## src/rtl/divisor_control.sv

```systemverilog
// Control wrapper around an algorithmic signed divider: input/output valid-ready
// handshakes, divide-by-zero bypass and a watchdog on the divider's Div_Done.
module divisor_control #(
    parameter int tamanyo = 16,
    parameter int TIMEOUT = 64
) (
    input  logic               CLK,
    input  logic               RSTa,
    input  logic               In_Valid,
    output logic               In_Ready,
    input  logic [tamanyo-1:0] In_Num,
    input  logic [tamanyo-1:0] In_Den,
    output logic               Div_Start,
    output logic [tamanyo-1:0] Div_Num,
    output logic [tamanyo-1:0] Div_Den,
    input  logic               Div_Done,
    input  logic [tamanyo-1:0] Div_Coc,
    input  logic [tamanyo-1:0] Div_Res,
    output logic               Out_Valid,
    input  logic               Out_Ready,
    output logic [tamanyo-1:0] Out_Coc,
    output logic [tamanyo-1:0] Out_Res,
    output logic               Out_DivZero,
    output logic               Out_Timeout
);

    localparam int CW = $clog2(TIMEOUT + 1);

    localparam logic [1:0] IDLE   = 2'd0;
    localparam logic [1:0] LAUNCH = 2'd1;
    localparam logic [1:0] OUTPUT = 2'd2;

    logic [1:0]    state;
    logic [CW-1:0] cnt;

    // A divider still holding Done from the previous operation blocks new accepts.
    assign In_Ready = (state == IDLE) && !Div_Done;

    // Div_Start and Out_Valid are dedicated flops kept in lockstep with the state
    // so they are glitch-free registered outputs.
    always_ff @(posedge CLK or negedge RSTa) begin
        if (!RSTa) begin
            state       <= IDLE;
            cnt         <= '0;
            Div_Start   <= 1'b0;
            Out_Valid   <= 1'b0;
            Div_Num     <= '0;
            Div_Den     <= '0;
            Out_Coc     <= '0;
            Out_Res     <= '0;
            Out_DivZero <= 1'b0;
            Out_Timeout <= 1'b0;
        end else begin
            case (state)
                IDLE: begin
                    if (In_Valid && In_Ready) begin
                        Div_Num <= In_Num;
                        Div_Den <= In_Den;
                        cnt     <= '0;
                        if (In_Den != '0) begin
                            state     <= LAUNCH;
                            Div_Start <= 1'b1;
                        end else begin
                            state       <= OUTPUT;
                            Out_Valid   <= 1'b1;
                            Out_Coc     <= '0;
                            Out_Res     <= In_Num;
                            Out_DivZero <= 1'b1;
                            Out_Timeout <= 1'b0;
                        end
                    end
                end
                LAUNCH: begin
                    if (Div_Done) begin
                        state       <= OUTPUT;
                        Div_Start   <= 1'b0;
                        Out_Valid   <= 1'b1;
                        Out_Coc     <= Div_Coc;
                        Out_Res     <= Div_Res;
                        Out_DivZero <= 1'b0;
                        Out_Timeout <= 1'b0;
                    end else begin
                        cnt <= cnt + 1'b1;
                        if (cnt == CW'(TIMEOUT - 1)) begin
                            state       <= OUTPUT;
                            Div_Start   <= 1'b0;
                            Out_Valid   <= 1'b1;
                            Out_Coc     <= '0;
                            Out_Res     <= '0;
                            Out_DivZero <= 1'b0;
                            Out_Timeout <= 1'b1;
                        end
                    end
                end
                OUTPUT: begin
                    if (Out_Ready) begin
                        state     <= IDLE;
                        Out_Valid <= 1'b0;
                    end
                end
                default: begin
                    state     <= IDLE;
                    Div_Start <= 1'b0;
                    Out_Valid <= 1'b0;
                end
            endcase
        end
    end

endmodule

```

## config.mk

```make
export PLATFORM = sky130hd
export DESIGN_NAME = divisor_control
export DESIGN_NICKNAME = d
export VERILOG_FILES = /design/src/rtl/divisor_control.sv
export SDC_FILE = /design/constraint.sdc
export NUM_CORES = 1
export LEC_CHECK = 0
export CAP_MARGIN = 30
export CORE_ASPECT_RATIO = 1.2
export CORE_UTILIZATION = 43
export DETAILED_ROUTE_END_ITERATION = 10
export PLACE_DENSITY = 0.91
export SETUP_SLACK_MARGIN = 0.5
export SLEW_MARGIN = 20
export SYNTH_ARGS = -nofsm -noshare
export SYNTH_HDL_FRONTEND = slang
export SYNTH_SLANG_ARGS = --single-unit
```

## constraint.sdc

```tcl
create_clock -name CLK -period 2.7 [get_ports CLK]
set_input_delay 0.54 -clock CLK [delete_from_list [all_inputs] [get_ports CLK]]
set_output_delay 0.54 -clock CLK [all_outputs]
set_load 0.01 [all_outputs]
```

==> reports/qor.yml <==
synth:
  ys_seq_elements: 77
  syn-num-nets: 335
  synthArstFlopShare: 1.00
  synth_compound_area_frac: 0.0936
  avgSynthCellArea_um2: 12.7
  ys.flop_type: "dfrtp_1"
  synth_seq_area_share: 0.574
  netlist_area_um2: 3360
  synth.most_common_cell: "dfrtp_1"
  syn_inst: 265
  synth.distinct_cells: 38
  synth_top_area_share: 0.574
  yosys_warnings: 0
  synth_edf_count: 0
  synth-xor-area-share: 0.0104
  synthMuxAreaShare: 0.177
  yosysTopAreaCell: "dfrtp_1"
  synthSimpleGateAreaFrac: 0.105
  ys_top_cells_by_count: "77 x dfrtp_1, 38 x mux2_2, 36 x nand2_1"
  synthAdderAreaFrac: 0.00373
  synth_top_family_by_area: "multiplexers"
  ys_top_cells_by_area: "dfrtp_1 57%, mux2_2 13%, mux2_4 4.9%"
run_status:
  status: "finished clean"
global_routing:
  grt_overflow: 0
  track_usage: 0.211
  grt_pass1_vias: 2700
  grt_pass1_wl_um: 13000
  antenna_found_initial: 0
  grt_max_degree: 78
setup_path:
  cp-start-kind: "input pin"
  endpoint_kind: "register"
  required_ns: 2.92
  arrival_ns: 2.32
  crit_cells: 6
  slowest_stage: "clkdlybuf4s50_1"
  crit_end: "Out_Res[5]$_DFFE_PN0P_"
  worstSetupPathType: "in -> reg"
  cpPeakStageDelay_ns: 0.57
  crit_family: "buffers and inverters"
  startpoint: "Div_Done"
  reg2reg_from: "cnt[0]$_DFFE_PN0P_"
  crit_path_cell_trace: "clkdlybuf4s50_1, nor3b_1, a311oi_2, a211o_1, buf_12, mux2_2"
  reg2reg_depth: 6
  regToRegEndpoint: "Out_Res[5]$_DFFE_PN0P_"
  crit_buf_inv: 2
  reg2reg_slack_ns: 0.64
  cp_max_fo: 35
drt:
  drt_iter0_markers: 87
  drc: 0
  vias: 2595
  via_per_inst: 5.20
  ant_nets: 0
  wl_per_cell_um: 16.4
  firstDrtPassIters: 4
  drt_wl_total_um: 8190
power:
  vdd_drop_max_mv: 0.659
  p_per_area_nw_per_um2: 1070
  power_mw: 5.42
  leakage_nw: 2.18
sta:
  setup_viol: 0
  finalSetupTns_ns: 0
  period_share: 0.779
  fmax_ghz: 0.476
  rsz0062_at_grt: "false"
  drv_slew: 0
  relSlewSlack: 0.714
  worstMarginPinSlew_ns: 0.427
  worst_clock_skew_ns: 0.00915
  worst_slack_ns: 0.597
  hold_viol: 0
  period_minus_slack_ns: 2.10
final_layout:
  post-route-util: 0.681
  fin_nets: 475
  drive_above_1_share: 0.203
  syn_to_final_growth_pct: 50.2
  n_antenna_cell: 0
  post-route-cell-area_um2: 5040
floorplan:
  io_pins: 138
  dieArea_um2: 8170
  dieHeight_um: 98.8
  die_x_um: 82.7
  rows: 34
  initial_utilization: 0.454
  core_area_um2: 7400
cts:
  clk_pin_slew_ns: 0.08
  cts_buffer_depth: 2
  clk_latency_ns: 0.33
  root_buffer: "clkbuf_8"
  htree_num_levels: 3
  cts_hold_buf: 0
  cts_made_buffers: 9
  numClockSinks: 77
  cts_tree: "built"
place:
  dp_hpwl_um: 5890
  port_buffers: 137
  pre_cts_ws_ns: 0.192
  gp_congestion: 0.761
  place_area_um2: 4820
hold_path:
  min_path_type: "in -> async"
run:
  max_cap_violations: 0
## sequential cells by signal, indices dropped and copies added, names as in the netlist
| name | flops |
|---|---|
| Div_Start | 1 |
| Div_Num | 16 |
| Out_DivZero | 1 |
| Out_Coc | 16 |
| state | 2 |
| Out_Timeout | 1 |
| Out_Res | 16 |
| cnt | 7 |
| Div_Den | 16 |
| Out_Valid | 1 |
## per-layer routing
| metal | part of all wire | track usage |
|---|---|---|
| met1 | 0.40 | 0.258 |
| met2 | 0.51 | 0.351 |
| met3 | 0.090 | 0.0630 |
| met4 | 0.0021 | 0.0690 |
| met5 | 0 | 0 |
## cell type report
cell class                 instances  area [um^2]
fill                             552         2360
sequential                        77         1930
timing repair buffer             147         1480
multi-input combinational        166         1320
clock buffer                      10          128
tap                               90          113
clock inverter                     5         61.3
inverter                           4         15.0
## timing repair
item,in CTS,in global routing
resized for setup,1,1
setup buffers,0,1
pin swaps,0,1
endpoints found under the setup margin,1,12
## how the worst min path moves through the flow
stage | startpoint | endpoint | slack [ns] | depth (start not counted)
3_3_place_gp | Out_Timeout$_DFFE_PN0P_ | Out_Timeout$_DFFE_PN0P_ | 0.48 | 1
6_report | RSTa | Out_Coc[14]$_DFFE_PN0P_ | 0.13 | 1
5_1_grt | RSTa | state[0]$_DFFE_PN0P_ | 0.17 | 1
4_1_cts | RSTa | Out_Coc[14]$_DFFE_PN0P_ | 0.39 | 1
2_1_floorplan | RSTa | Div_Den[0]$_DFFE_PN0P_ | 0.24 | 0
3_5_place_dp | Out_DivZero$_DFFE_PN0P_ | Out_DivZero$_DFFE_PN0P_ | 0.48 | 1
## per-stage QoR
step,hold slack [ns],cells
5_1_grt,0.167,499
4_1_cts,0.386,497
3_5_place_dp,0.483,482
2_1_floorplan,0.244,265
3_3_place_gp,0.477,482
6_report,0.135,499
## cells by family (layout without fill, tap and decap cells)
family,Yosys count,after routing
adders and majority gates,1,1
muxes,49,49
AOI/OAI and AO/OA,45,45
and+or+nand+nor,67,67
xor gates and xnor gates,4,4
buffers and inverters,22,166
DFF,77,77
## placed cells by master, fill, tap and decap left out, types with 2 or more instances in the layout
cell type        count
nand2_1             36
a22o_1              16
dfrtp_1             77
o21ai_0             19
nor2_1               7
xor2_1               4
nor3_1               2
buf_12               3
mux2_4              11
a21oi_1              2
a211o_1              2
mux2_2              38
clkdlybuf4s50_1    135
nand2b_1             2
nor2b_1              2
nand4_1              3
nor4_2               4
clkinv_4             2
buf_4                8
inv_1                4
clkbuf_8             9
## report_power, final
| part | switching [mW] | leakage [nW] | internal [mW] |
|---|---|---|---|
| combinational | 0.955 | 1.15 | 1.58 |
| sequential | 0.337 | 0.935 | 1.70 |
| clock | 0.417 | 0.0967 | 0.428 |
| total | 1.71 | 2.18 | 3.71 |
## worst register-to-register path, stage by stage, from the launching register on
cell and delay (ns):
dfrtp_1 0.40, ha_1 0.24, nor2b_1 0.17, a311oi_2 0.32
a211o_1 0.19, buf_12 0.22, mux2_2 0.40
Power figures use the tool's default switching activity.
